`config.mk`:
```
export PLATFORM = sky130hd
export DESIGN_NAME = track_sensor_conditioner
export DESIGN_NICKNAME = d
export VERILOG_FILES = /design/src/rtl/track_sensor_conditioner.sv
export SDC_FILE = /design/constraint.sdc
export NUM_CORES = 1
export LEC_CHECK = 0
export CORE_AREA = 2 2 84 70
export CTS_BUF_LIST = sky130_fd_sc_hd__clkbuf_8
export DETAILED_ROUTE_END_ITERATION = 12
export DIE_AREA = 0 0 86 72
export GPL_ROUTABILITY_DRIVEN = 0
export HOLD_SLACK_MARGIN = 0.05
export PLACE_DENSITY = 0.79
export SLEW_MARGIN = 20
export SYNTH_ARGS = -nofsm -noshare
export SYNTH_HDL_FRONTEND = slang
export SYNTH_HIERARCHICAL = 1
export SYNTH_SLANG_ARGS = --single-unit
export TNS_END_PERCENT = 30
```
`constraint.sdc`:
```
create_clock -name Clock -period 1.9 [get_ports Clock]
set_input_delay 0.19 -clock Clock [delete_from_list [all_inputs] [get_ports Clock]]
set_output_delay 0.19 -clock Clock [all_outputs]
set_load 0.1 [all_outputs]
```
`src/rtl/track_sensor_conditioner.sv`:
```
// Track-occupancy sensor front end: per channel 2-flop sync, debounce,
// edge pulses and a sticky stuck-high fault flag. One lane instance per channel.

module tsc_lane #(
  parameter int DB_CYCLES    = 4,
  parameter int STUCK_CYCLES = 1024
) (
  input  logic clk_i,
  input  logic rst_ni,
  input  logic raw_i,
  output logic sr_o,
  output logic rise_o,
  output logic fall_o,
  output logic fault_o
);
  // Keep at least one bit so DB_CYCLES=1 still elaborates.
  localparam int DW = (DB_CYCLES > 1) ? $clog2(DB_CYCLES) : 1;
  localparam int SW = $clog2(STUCK_CYCLES);
  localparam logic [DW-1:0] DB_MAX = DW'(DB_CYCLES - 1);
  localparam logic [SW-1:0] SC_MAX = SW'(STUCK_CYCLES - 1);

  logic          s1_q, s2_q;
  logic          sr_q, sr_d;
  logic          rise_q, rise_d;
  logic          fall_q, fall_d;
  logic          fault_q, fault_d;
  logic [DW-1:0] dc_q, dc_d;
  logic [SW-1:0] sc_q, sc_d;

  always_comb begin
    sr_d    = sr_q;
    rise_d  = 1'b0;
    fall_d  = 1'b0;
    dc_d    = '0;
    sc_d    = '0;
    fault_d = fault_q;
    if (s2_q != sr_q) begin
      if (dc_q == DB_MAX) begin
        sr_d   = s2_q;
        rise_d = s2_q;
        fall_d = ~s2_q;
      end else begin
        dc_d = dc_q + DW'(1);
      end
    end
    // Stuck counter follows the registered level, saturating at the limit.
    if (sr_q) begin
      if (sc_q == SC_MAX) begin
        sc_d    = sc_q;
        fault_d = 1'b1;
      end else begin
        sc_d = sc_q + SW'(1);
      end
    end
  end

  always_ff @(posedge clk_i) begin
    if (!rst_ni) begin
      s1_q    <= 1'b0;
      s2_q    <= 1'b0;
      sr_q    <= 1'b0;
      rise_q  <= 1'b0;
      fall_q  <= 1'b0;
      fault_q <= 1'b0;
      dc_q    <= '0;
      sc_q    <= '0;
    end else begin
      s1_q    <= raw_i;
      s2_q    <= s1_q;
      sr_q    <= sr_d;
      rise_q  <= rise_d;
      fall_q  <= fall_d;
      fault_q <= fault_d;
      dc_q    <= dc_d;
      sc_q    <= sc_d;
    end
  end

  assign sr_o    = sr_q;
  assign rise_o  = rise_q;
  assign fall_o  = fall_q;
  assign fault_o = fault_q;
endmodule

module track_sensor_conditioner #(
  parameter int N            = 4,
  parameter int DB_CYCLES    = 4,
  parameter int STUCK_CYCLES = 1024
) (
  input  logic         Clock,
  input  logic         RESET,
  input  logic [N:1]   RAW,
  output logic [N:1]   SR,
  output logic [N:1]   RISE,
  output logic [N:1]   FALL,
  output logic [N:1]   FAULT
);
  for (genvar g = 1; g <= N; g++) begin : g_lane
    tsc_lane #(
      .DB_CYCLES    (DB_CYCLES),
      .STUCK_CYCLES (STUCK_CYCLES)
    ) u_lane (
      .clk_i   (Clock),
      .rst_ni  (RESET),
      .raw_i   (RAW[g]),
      .sr_o    (SR[g]),
      .rise_o  (RISE[g]),
      .fall_o  (FALL[g]),
      .fault_o (FAULT[g])
    );
  end
endmodule

```
* Word level (Yosys, flattened, before mapping) *
Index checks and enable logic that the tools add are counted.

operators by class
  reductions and logical operators = 20
  add/subtract/negate cells = 8
  equal/unequal tests = 12
  bitwise gates (word level) = 9

operator list
  operator                 count
  $add A10 B1 Y10 const B  4
  $eq A10 B10 Y1 const B   4
  $reduce_and A2 Y1        12
  $reduce_and A3 Y1        4
  $reduce_or A3 Y1         4
  $not A1 Y1               9
  $add A2 B1 Y2 const B    4
  $eq A2 B2 Y1 const B     4
  $ne A1 B1 Y1             4

word-level totals
  word-level logic and storage cells = 81
  output and inout port bits = 16
  register bits = 72
  input port bits = 6

* Logic depth before layout (Yosys ltp) *
  word-level depth = 3
  mapped depth = 5
  depth with buffers taken out = 4

* Hierarchy *
Netlist, hierarchy kept.

by module, submodules not included
  module    seq. area each (µm²)  cells an instance  area an instance (µm²)  instances
  tsc_lane  360.3                 77                 773.2                   4

* Least setup slack after synthesis *
OpenSTA, ideal clock, no wires.

  path type = reg-to-reg
  from = register g_lane[1].u_lane.sr_q
  to = register g_lane[1].u_lane.sc_q[0]
  data required time = 1.833 ns
  setup time = 0.067 ns
  path buffers = 0
  clock period less this slack = 1.863 ns
  cell stages (with the launch flop) = 4
  arrival = 1.796 ns
  setup slack = 0.037 ns
  cells stage by stage = dfxtp_1 -> nand2_1 -> a311o_1 -> o21ai_2

on the way
  cells in the longest elaborated chain, start to end = 1

ends and longest elaborated chain
  what                         RTL line  RTL
  from (decl)                  23        logic sr_q, sr_d;
  from (signal assigned)       70        sr_q <= sr_d;
  $reduce_and A2 Y1 (no line)  --
  to (signal assigned)         66        sc_q <= '0;
  to (signal assigned)         75        sc_q <= sc_d;
  to (decl)                    28        logic [SW-1:0] sc_q, sc_d;

No other way between the ends.
A chain may end at the register's enable or synchronous reset.

* Worst setup path after layout *
  from = register g_lane[1].u_lane.sc_q[0]
  to = register g_lane[1].u_lane.sc_q[3]

on the way
  cells in the longest elaborated chain, start to end = 1
  elaborated cells between the ends (all ways) = 2
  those cells by class = add/sub: 1; eq/ne: 1

ends and longest elaborated chain
  what                                               RTL line
  $add A10 B1 Y10 or $eq A10 B10 Y1 (tied branches)  52, 48

Several ways; a longest one is shown, not always the timed one.

==> impl_results.rst <==
.. list-table::
   :header-rows: 1

   * - Metric
     - Value
   * - Worst setup path class
     - reg -> reg
   * - Synth Cell Area
     - 3093 sq um
   * - Library cell with the highest instance count after synthesis
     - sky130_fd_sc_hd__dfxtp_1
   * - Count of antenna diodes in the layout
     - 0
   * - Post-synth EDFFs
     - 0
   * - Largest fanout of any net on the critical path
     - 7
   * - Number of hold-slack violations in the final timing report
     - 0
   * - Crit path depth
     - 4
   * - Number of instances in the synthesized netlist
     - 308
   * - Residual antenna-violating net count after detailed routing
     - 0
   * - Arrival time at the worst endpoint
     - 1.83 ns
   * - Category of cells accounting for the largest share of critical-path delay
     - simple AND/OR/NAND/NOR gates
   * - FF-to-FF path depth
     - 4
   * - Crit share post-route
     - 83.24%
   * - Row count
     - 24
   * - Area contributors post-synth
     - sky130_fd_sc_hd__dfxtp_1 (47%), sky130_fd_sc_hd__nand2_1 (4.4%), sky130_fd_sc_hd__a31oi_1 (4.0%), sky130_fd_sc_hd__mux2i_1 (3.9%), sky130_fd_sc_hd__ha_1 (3.2%)
   * - Synth warn
     - 6
   * - Number of instances on the worst hold path
     - 2
   * - Number of buffers created by CTS
     - 9
   * - Number of nets in the finished design
     - 343
   * - Share of Yosys cell area claimed by the top area cell type
     - between 40% and 50%
   * - Die H
     - approximately 70 um
   * - Data required, critical path
     - 2.15 ns
   * - Cells traversed along the worst timing path
     - ha_1, and3_1, nand3_4, a211oi_1
   * - Endpoint of the worst register-to-register path
     - g_lane[1].u_lane/sc_q[3]$_SDFFE_PN0P_
   * - Worst hold-check path type
     - in -> reg
   * - Hold path startpoint
     - RAW[1]
   * - Remaining global-route overflow
     - 0
   * - Die area
     - 6192 sq um
   * - Minimum clock period after layout
     - about 1.6 ns
   * - Average cell area after synthesis
     - 10.04 sq um
   * - Number of setup violations in the final report
     - 0
   * - Clk buf depth
     - 2
   * - F_max
     - 0.6323 GHz
   * - Critical Path Slowest Stage Cell
     - sky130_fd_sc_hd__dfxtp_1
   * - Measured slew at the worst slew-check pin
     - 0.3152 ns
   * - Start of the worst register-to-register path
     - g_lane[1].u_lane/sc_q[0]$_SDFFE_PN0P_
   * - Result of the run
     - finished clean
   * - Most area-hungry cell type in the Yosys netlist
     - sky130_fd_sc_hd__dfxtp_1
   * - Setup bufs post-CTS
     - 0
   * - Residual DRC count
     - 0
   * - Relative slew margins
     - between 70% and 80%
   * - Iteration count of the initial detailed-routing pass
     - 4
   * - Number of global-route vias before repair
     - 2,034
   * - Share of post-route cells with drive strength above 1
     - roughly 16%
   * - Clock tree from TritonCTS
     - yes
   * - Total routing usage reported by global routing
     - 19.48%
   * - CTS clk-pin slew, worst paths
     - ~0.070 ns
   * - Maximum number of pins on one net before global-route repair
     - 37
   * - Core Region
     - ~5300 sq um
   * - Hold-fix buffer count after cts
     - 0
   * - Routed wire per std cell
     - ~14 um
   * - Post-Place Setup Slack
     - ~0.34 ns
   * - Category of the worst setup path launch point
     - flop
   * - Syn Nets
     - 322
   * - Number of placed I/O pins
     - 22
   * - Layout overhead on the synthesized area
     - 13.63%
   * - Most instantiated flip-flop cell in the synthesis netlist
     - sky130_fd_sc_hd__dfxtp_1
   * - Count of max-cap constraint violations
     - 0
   * - Setup slack on the worst flop-to-flop path
     - about 0.32 ns
   * - Buffers on Ports
     - 21
   * - Later-pin clock latency in the skew report
     - 0.34 ns
   * - Count of buffer and inverter cells on the critical path
     - 0
   * - Starting utilization of the core area
     - ~58%
   * - Synth cell count leaders
     - sky130_fd_sc_hd__dfxtp_1 (72), sky130_fd_sc_hd__nand2_1 (36), sky130_fd_sc_hd__a31oi_1 (20)
   * - Via count
     - ~2,400
   * - Static leakage power
     - 1.322 nW
   * - Root Buffer
     - sky130_fd_sc_hd__clkbuf_8
   * - Number of distinct standard cells referenced by the synthesized netlist
     - 31
   * - Number of H-tree levels
     - 3
   * - Final critical-path setup slack
     - 0.3185 ns
   * - Part of the Yosys area used for sequential elements
     - a little under half
   * - Number of sinks on the clock net
     - 72
   * - Max Clock Skew
     - around 0.0066 ns
   * - Total of flip-flops plus latches after synthesis
     - 72
   * - HPWL after DPL
     - 3.739 mm
   * - Endpoint of the worst hold path
     - g_lane[1].u_lane/s1_q$_SDFF_PN0_
   * - Final Max Tran Viols
     - 0
   * - Post-CTS resize count
     - 0
   * - Worst path max stage delay
     - roughly 0.42 ns
   * - Horizontal extent of the die
     - 86 um
   * - Worst Setup End Kind
     - flop
   * - Setup repair after global routing missed its margin
     - no
   * - First-pass GRT wire length
     - 9.404 mm
   * - DR iter-0 viols
     - 114
   * - Power density normalized to cell area
     - a little over 800 nW/um^2
   * - Total Negative Setup Slacks
     - 0 ns
   * - Highest ir drop seen on vdd
     - 0.5114 mV
   * - Async set-reset flop share out of synthesis
     - 0%
   * - Routed Wire Length
     - 5.667 mm
   * - Initial antenna violation count
     - 0
   * - Post-detailed-route via-to-cell ratio
     - about 6
-- report_power, final --
| group | switching (mW) | total [mW] | internal, mW |
|---|---|---|---|
| Combinational | 0.0152 | 0.0379 | 0.0227 |
| Clock | 0.541 | 1.31 | 0.767 |
| Sequential | 0.00589 | 1.52 | 1.52 |
-- per-stage QoR --
step / total power, mW / instance area [sq um] / util [%] / hold WS, ns / cells
global route: 2.985 / 3515 / 66.13 / 0.4142 / 399
detailed placement: 1.598 / 3294 / 61.98 / 0.4196 / 383
finish: 2.871 / 3515 / 66.13 / 0.4293 / 399
global placement: 1.596 / 3294 / 61.98 / 0.4149 / 383
floorplan: 1.570 / 3093 / - / 0.3027 / 308
CTS: 2.914 / 3515 / 66.13 / 0.4104 / 399
-- registers in the layout (all words and copies together) (netlist names) --
register and count:
g_lane.u_lane/sc_q 40, g_lane.u_lane/dc_q 8, g_lane.u_lane/fall_o 4, g_lane.u_lane/fault_o 4, g_lane.u_lane/rise_o 4, g_lane.u_lane/s1_q 4
g_lane.u_lane/s2_q 4, g_lane.u_lane/sr_o 4
-- worst reg2reg max path, cell delays in order (launching register included) --
cell	delay, ns
sky130_fd_sc_hd__dfxtp_1	0.42
sky130_fd_sc_hd__ha_1	0.29
sky130_fd_sc_hd__and3_1	0.36
sky130_fd_sc_hd__nand3_4	0.16
sky130_fd_sc_hd__a211oi_1	0.25
-- cell families (layout without fill, tap and decap cells) --
family,Yosys count,count (layout),synth area share [%]
DFF,72,72,46.60
buffers and inverters,20,46,3.721
adders and majority gates,8,8,3.236
muxes,12,12,3.884
xor gates and xnor gates,4,4,1.133
and+or+nand+nor,124,124,25.24
AOI/OAI and AO/OA,68,68,16.18
-- layout make-up --
| type | count | area, sq um |
|---|---|---|
| Multi-Input combinational cell | 216 | 1536 |
| Sequential cell | 72 | 1441 |
| Clock buffer | 10 | 137.6 |
| Clock inverter | 6 | 82.58 |
| Timing Repair Buffer | 26 | 220.2 |
| Fill cell | 438 | 1800 |
| Inverter | 4 | 15.01 |
| Tap cell | 65 | 81.33 |
-- cell usage in the layout (no fill, tap or decap), types with 10 or more instances in the layout --
cell,count
sky130_fd_sc_hd__a31oi_1,20
sky130_fd_sc_hd__nor3_1,12
sky130_fd_sc_hd__mux2i_1,12
sky130_fd_sc_hd__buf_4,20
sky130_fd_sc_hd__nand2_1,36
sky130_fd_sc_hd__o21ai_0,16
sky130_fd_sc_hd__and2_1,12
sky130_fd_sc_hd__clkbuf_8,10
sky130_fd_sc_hd__dfxtp_1,72
-- metal layers --
layer | vias up | track usage [%] | share of wire, %
li1 | 1198 | - | -
met1 | 1102 | 25.50 | 48
met2 | 49 | 29.03 | 46
met3 | 6 | 7.167 | 4.4
met4 | 0 | 8.466 | 1.2
met5 | - | 0 | 0
-- worst max path at each step --
stage                                           from                               endpoint
5_1_grt        g_lane[3].u_lane/sc_q[0]$_SDFFE_PN0P_  g_lane[3].u_lane/sc_q[3]$_SDFFE_PN0P_
3_5_place_dp                                   RESET  g_lane[2].u_lane/sc_q[4]$_SDFFE_PN0P_
3_3_place_gp                                   RESET  g_lane[4].u_lane/sc_q[4]$_SDFFE_PN0P_
6_report       g_lane[1].u_lane/sc_q[0]$_SDFFE_PN0P_  g_lane[1].u_lane/sc_q[3]$_SDFFE_PN0P_
4_1_cts        g_lane[1].u_lane/sc_q[0]$_SDFFE_PN0P_  g_lane[1].u_lane/sc_q[3]$_SDFFE_PN0P_
2_1_floorplan     g_lane[1].u_lane/sr_o$_SDFFE_PN0P_  g_lane[1].u_lane/sc_q[0]$_SDFFE_PN0P_
No activity file was read; power rests on OpenSTA's default activity.
